$ cat src/rtl/if_fetch_stage_if.sv
// rtl/if_fetch_stage_if.sv - instruction-memory and IF/ID bundle of the fetch stage
interface if_fetch_stage_if;
  logic [31:0] imem_addr_o;
  logic [31:0] imem_rdata_i;
  logic [31:0] if_id_instr_o;
  logic [31:0] if_id_pc4_o;
  logic        if_id_valid_o;

  // master is the fetch stage; slave is the memory/decode side
  modport master (
    output imem_addr_o,
    input  imem_rdata_i,
    output if_id_instr_o,
    output if_id_pc4_o,
    output if_id_valid_o
  );

  modport slave (
    input  imem_addr_o,
    output imem_rdata_i,
    input  if_id_instr_o,
    input  if_id_pc4_o,
    input  if_id_valid_o
  );
endinterface

$ cat src/rtl/if_fetch_stage.sv
// rtl/if_fetch_stage.sv - instruction fetch stage: PC, IF/ID register, stall/flush/redirect, halt
module if_fetch_stage #(
  parameter logic [31:0] RESET_PC  = 32'h0000_0000,
  parameter logic [31:0] NOP_WORD  = 32'h0000_0000,
  parameter logic [31:0] HALT_WORD = 32'hFFFF_FFFF
) (
  input  logic                   clock,
  input  logic                   reset,
  input  logic                   stall_i,
  input  logic                   flush_i,
  input  logic                   redirect_valid_i,
  input  logic [31:0]            redirect_target_i,
  if_fetch_stage_if.master       fetch_if,
  output logic [31:0]            pc_o,
  output logic                   halted_o,
  output logic                   misalign_o,
  output logic [31:0]            fetch_count_o
);

  typedef enum logic {RUN, HALT} state_e;

  state_e      state_q, state_d;
  logic [31:0] pc_q, pc_d;
  logic [31:0] instr_q, instr_d;
  logic [31:0] pc4_q, pc4_d;
  logic        valid_q, valid_d;
  logic        halted_q, halted_d;
  logic        misalign_q, misalign_d;
  logic [31:0] count_q, count_d;
  logic [31:0] pc_plus4;
  logic        load_valid;

  assign pc_plus4 = pc_q + 32'd4;

  always_comb begin
    state_d    = state_q;
    pc_d       = pc_q;
    instr_d    = instr_q;
    pc4_d      = pc4_q;
    valid_d    = valid_q;
    halted_d   = halted_q;
    misalign_d = misalign_q;
    load_valid = 1'b0;

    case (state_q)
      RUN: begin
        if (redirect_valid_i) begin
          // redirect wins over stall/flush and discards whatever was fetched
          pc_d    = {redirect_target_i[31:2], 2'b00};
          instr_d = NOP_WORD;
          pc4_d   = 32'd0;
          valid_d = 1'b0;
          if (redirect_target_i[1:0] != 2'b00) misalign_d = 1'b1;
        end else if (stall_i && flush_i) begin
          instr_d = NOP_WORD;
          pc4_d   = 32'd0;
          valid_d = 1'b0;
        end else if (stall_i) begin
          pc_d = pc_q;
        end else if (flush_i) begin
          pc_d    = pc_plus4;
          instr_d = NOP_WORD;
          pc4_d   = 32'd0;
          valid_d = 1'b0;
        end else begin
          instr_d    = fetch_if.imem_rdata_i;
          pc4_d      = pc_plus4;
          valid_d    = 1'b1;
          load_valid = 1'b1;
          // the halt word itself still goes to decode; only the PC freezes
          if (fetch_if.imem_rdata_i == HALT_WORD) begin
            state_d  = HALT;
            halted_d = 1'b1;
          end else begin
            pc_d = pc_plus4;
          end
        end
      end
      HALT: begin
        instr_d = NOP_WORD;
        pc4_d   = 32'd0;
        valid_d = 1'b0;
      end
      default: begin
        state_d = RUN;
      end
    endcase

    count_d = count_q;
    if (load_valid && (count_q != 32'hFFFF_FFFF)) count_d = count_q + 32'd1;
  end

  always_ff @(posedge clock or negedge reset) begin
    if (!reset) begin
      state_q    <= RUN;
      pc_q       <= RESET_PC;
      instr_q    <= NOP_WORD;
      pc4_q      <= 32'd0;
      valid_q    <= 1'b0;
      halted_q   <= 1'b0;
      misalign_q <= 1'b0;
      count_q    <= 32'd0;
    end else begin
      state_q    <= state_d;
      pc_q       <= pc_d;
      instr_q    <= instr_d;
      pc4_q      <= pc4_d;
      valid_q    <= valid_d;
      halted_q   <= halted_d;
      misalign_q <= misalign_d;
      count_q    <= count_d;
    end
  end

  assign fetch_if.imem_addr_o   = pc_q;
  assign fetch_if.if_id_instr_o = instr_q;
  assign fetch_if.if_id_pc4_o   = pc4_q;
  assign fetch_if.if_id_valid_o = valid_q;
  assign pc_o                   = pc_q;
  assign halted_o               = halted_q;
  assign misalign_o             = misalign_q;
  assign fetch_count_o          = count_q;

endmodule
$ cat src/flat_wrapper.sv
// flat-port wrapper written by rule: the top's interface ports become plain ports
module if_fetch_stage_flat 
#(
  parameter logic [31:0] RESET_PC  = 32'h0000_0000,
  parameter logic [31:0] NOP_WORD  = 32'h0000_0000,
  parameter logic [31:0] HALT_WORD = 32'hFFFF_FFFF
)
  (clock, reset, stall_i, flush_i, redirect_valid_i, redirect_target_i, pc_o, halted_o, misalign_o, fetch_count_o, fetch_if_imem_addr_o, fetch_if_imem_rdata_i, fetch_if_if_id_instr_o, fetch_if_if_id_pc4_o, fetch_if_if_id_valid_o);
  if_fetch_stage_if fetch_if_i ();
  input  logic clock;
  input  logic reset;
  input  logic stall_i;
  input  logic flush_i;
  input  logic redirect_valid_i;
  input  logic [31:0] redirect_target_i;
  output logic [31:0] pc_o;
  output logic halted_o;
  output logic misalign_o;
  output logic [31:0] fetch_count_o;
  output wire logic [$bits(fetch_if_i.imem_addr_o)-1:0] fetch_if_imem_addr_o;
  input wire logic [$bits(fetch_if_i.imem_rdata_i)-1:0] fetch_if_imem_rdata_i;
  output wire logic [$bits(fetch_if_i.if_id_instr_o)-1:0] fetch_if_if_id_instr_o;
  output wire logic [$bits(fetch_if_i.if_id_pc4_o)-1:0] fetch_if_if_id_pc4_o;
  output wire logic [$bits(fetch_if_i.if_id_valid_o)-1:0] fetch_if_if_id_valid_o;
  assign fetch_if_imem_addr_o = fetch_if_i.imem_addr_o;
  assign fetch_if_i.imem_rdata_i = fetch_if_imem_rdata_i;
  assign fetch_if_if_id_instr_o = fetch_if_i.if_id_instr_o;
  assign fetch_if_if_id_pc4_o = fetch_if_i.if_id_pc4_o;
  assign fetch_if_if_id_valid_o = fetch_if_i.if_id_valid_o;
  if_fetch_stage #(.RESET_PC(RESET_PC), .NOP_WORD(NOP_WORD), .HALT_WORD(HALT_WORD)) u_core (.clock(clock), .reset(reset), .stall_i(stall_i), .flush_i(flush_i), .redirect_valid_i(redirect_valid_i), .redirect_target_i(redirect_target_i), .fetch_if(fetch_if_i), .pc_o(pc_o), .halted_o(halted_o), .misalign_o(misalign_o), .fetch_count_o(fetch_count_o));
endmodule
$ cat config.mk
export PLATFORM = sky130hd
export DESIGN_NAME = if_fetch_stage_flat
export DESIGN_NICKNAME = d
export VERILOG_FILES = /design/src/rtl/if_fetch_stage_if.sv /design/src/rtl/if_fetch_stage.sv /design/src/flat_wrapper.sv
export SDC_FILE = /design/constraint.sdc
export NUM_CORES = 1
export LEC_CHECK = 0
export ABC_CLOCK_PERIOD_IN_PS = 3500
export CAP_MARGIN = 20
export CORE_MARGIN = 10
export CORE_UTILIZATION = 50
export DETAILED_ROUTE_END_ITERATION = 7
export PLACE_DENSITY_LB_ADDON = 0.3
export SYNTH_ARGS = -nofsm -noshare
export SYNTH_HDL_FRONTEND = slang
export SYNTH_SLANG_ARGS = --single-unit
$ cat constraint.sdc
create_clock -name clock -period 3.5 [get_ports clock]
set_input_delay 0.7 -clock clock [delete_from_list [all_inputs] [get_ports clock]]
set_output_delay 0.7 -clock clock [all_outputs]
set_load 0.03 [all_outputs]
==> impl_results.md <==
* Outcome: completed
* Most frequent cell after synthesis: dfrtp_1
* Buf/Inv on CP at 1
* Post-synthesis sequential area ratio at 48.02%
* DR vias at 5995
* Yosys Warn Count at 0
* Worst rel slew slack at 31.74%
* Worst R2R Start: u_core.fetch_if.imem_addr_o[6]$_DFFE_PN0P_
* Post-Synthesis Cells at 695
* Die Y at 136.0 um
* PostCTS Resize Cnt at 0
* TritonCTS clock tree: done
* Clock sinks at 129
* Synth top area cells: dfrtp_1, xnor2_1, mux2i_1, nor2_1, buf_4
* Fillers at 957
* Pwr/cell area at 478.1 nW/um^2
* Multi-input gate area at 3062 um^2
* Worst Setup EP: u_core.fetch_if.imem_addr_o[22]$_DFFE_PN0P_
* Setup TNS at 0 ps
* Setup CP Type: input port to flip-flop
* Initial Util at 50.97%
* Total power at 0.004541 W
* Die Width at 136.0 um
* Die footprint at 18480 um^2
* Num rows at 42
* CTS Buf Count at 17
* Yosys reg bits at 129
* Largest net degree at the start of global routing at 88
* Netlist cell types at 56
* Drt via density at 5.624
* Clock tree buffer depth at 2
* Clock Latency Late Sink at 420 ps
* Startpoint class of the critical path: input port
* Cell Area, Synth at 6723 um^2
* Final number of max-transition violations at 0
* Critical Path Source: fetch_if_imem_rdata_i[18]
* Critical path's largest stage delay at 640 ps
* Final hold viol count at 0
* Cell family with most CP delay: compound AO/OA/AOI/OAI gates
* Critical path required time at 3800 ps
* Vias in the first global route at 6170
* Worst min path class: input port to asynchronous set/reset pin
* Fmax at 371.0 MHz
* Initial antenna violation count at 1
* Final ANT Viol Nets at 0
* Lkg Pwr at 3.951 nW
* Max Clock Skew at 8.790 ps
* GRT Total Usage at 22.13%
* I/O Buffers at 227
* Crit Path Max Fanout at 21
* Least-Margin Pin Slew at 1018 ps
* CTS Hold Bufs at 0
* Initial DRC count at 528
* Worst Setup End Kind: flip-flop
* Post-synth top area share at 48.02%
* Max Cap Viol at 0
* Tcrit/Tclk final at 77.02%
* Area Overhead vs Synth at 41.26%
* Critical path, cell by cell: clkdlybuf4s50_1 -> nand4_1 -> or4_1 -> o31a_1 -> o21a_1 -> o22a_1
* Total wire length at 20840 um
* Final GP Congestion at 0.8517
* CTS Root Cell: clkbuf_16
* Io pins at 232
* DRC Markers at 0
* Worst path arrival time at 3000 ps
* Pre-antenna DRT Iters at 6
* Share of post-route cells with drive strength above 1 at 7.312%
* CTS H-tree lvls at 4
* WL per Instance at 19.55 um
* DP HPWL at 15110 um
* # nets final at 948
* Reg2reg end: u_core.fetch_if.if_id_pc4_o[23]$_DFFE_PN0P_
* GR Overflow Total at 0
* RSZ-0062 raised after global routing: false
* Total setup buffers inserted after CTS at 0
* Max VDD drop at 352.8 uV
* Global-route wire length before repair at 32730 um
* Cell taking the most area after synthesis: dfrtp_1
* R2R setup slack at 840 ps
* Synth top cells by count: dfrtp_1, nor2_1, nand2_1, xnor2_1, a21oi_1
* Worst-path clk slew at 60 ps
* Ys async rst share at 100.0%
* Avg Inst Size Synth at 9.673 um^2
* Total core area at 13190 um^2
* R2r worst-path depth at 5
* EDFF count, synth at 0
* Register Area at 3228 um^2
* Ys flop type: dfrtp_1
* Slowest CP cell: or4_1
* Min Tclk post-route at 2696 ps
* # setup viols final at 0
* Worst path depth at 6
[flip-flops by register name, indices dropped and copies added (netlist names)]
| signal | count |
|---|---|
| u_core.fetch_if.imem_addr_o | 30 |
| u_core.state_q | 1 |
| u_core.fetch_if.if_id_valid_o | 1 |
| u_core.misalign_o | 1 |
| u_core.fetch_count_o | 32 |
| u_core.fetch_if.if_id_instr_o | 32 |
| u_core.fetch_if.if_id_pc4_o | 31 |
| u_core.halted_o | 1 |
[logic make-up (layout without fill, tap and decap cells)]
group                      after synthesis  in the layout  share of synthesized area, %
muxes                                   35             35                         5.230
DFF                                    129            129                         48.02
adders and majority gates                2              2                        0.3722
other                                    1              5                       0.05578
AOI/OAI and AO/OA                      144            144                         13.51
buffers and inverters                   83            274                         6.831
and+or+nand+nor                        243            243                         18.43
xor gates and xnor gates                58             58                         7.556
[power by group]
| group | switching, W | internal [W] |
|---|---|---|
| clock | 0.000642 | 0.00112 |
| sequential | 0.000151 | 0.00159 |
| combinational | 0.000595 | 0.000447 |
[cell usage in the layout, fill, tap and decap left out, types with 12 or more instances in the layout]
cell	Yosys	final
xnor2_1	40	40
o21ai_1	22	22
nand4_1	25	25
nor2_1	79	79
clkbuf_16	0	17
nand3_1	29	29
o21ai_0	25	25
clkdlybuf4s50_1	0	224
dfrtp_1	129	129
mux2i_1	34	34
and3_1	12	12
a22oi_1	12	12
a21oi_1	37	37
xor2_1	18	18
nand2_1	52	52
[per-stage QoR]
stage,hold slack [ps],instances,instance area [um^2],worst slack [ps],utilization [%]
finish,352.8,1066,9497,804.5,72.00
CTS,393.7,1064,9483,828.2,71.89
floorplan,404.4,698,6734,1320,-
detailed placement,452.4,1033,8892,397.6,67.42
global route,408.8,1066,9497,683.7,72.00
global placement,454.6,1032,8865,457.5,67.21
[worst min path at each step]
| stage | endpoint | slack [ps] | cells past startpoint |
|---|---|---|---|
| floorplan | u_core.fetch_count_o[0]$_DFFE_PN0P_ | 400 | 0 |
| global placement | u_core.halted_o$_DFFE_PN0P_ | 450 | 2 |
| detailed placement | u_core.halted_o$_DFFE_PN0P_ | 450 | 2 |
| CTS | u_core.fetch_if.if_id_pc4_o[28]$_DFFE_PN0P_ | 390 | 1 |
| global route | u_core.fetch_if.if_id_pc4_o[30]$_DFFE_PN0P_ | 410 | 1 |
| finish | u_core.fetch_if.if_id_pc4_o[28]$_DFFE_PN0P_ | 350 | 1 |
[area by class of cell]
class                   instances  area share [%]
clock buffers                  22           5.099
multi-input cells             486           32.24
flip-flops and latches        129           33.99
clock inverters                 9           1.120
inverters                       7          0.2767
well taps                     176           2.319
diodes                          1         0.02635
repair buffers                236           24.93
[layer usage]
| metal | global-route usage [%] | vias up | part of all wire, % |
|---|---|---|---|
| met5 | 0 | - | 0 |
| met4 | 9.645 | 0 | 2.5 |
| met3 | 6.494 | 34 | 8.2 |
| met2 | 36.37 | 248 | 49 |
| met1 | 26.43 | 2915 | 40 |
| li1 | - | 2798 | - |
Power figures use the tool's default switching activity.
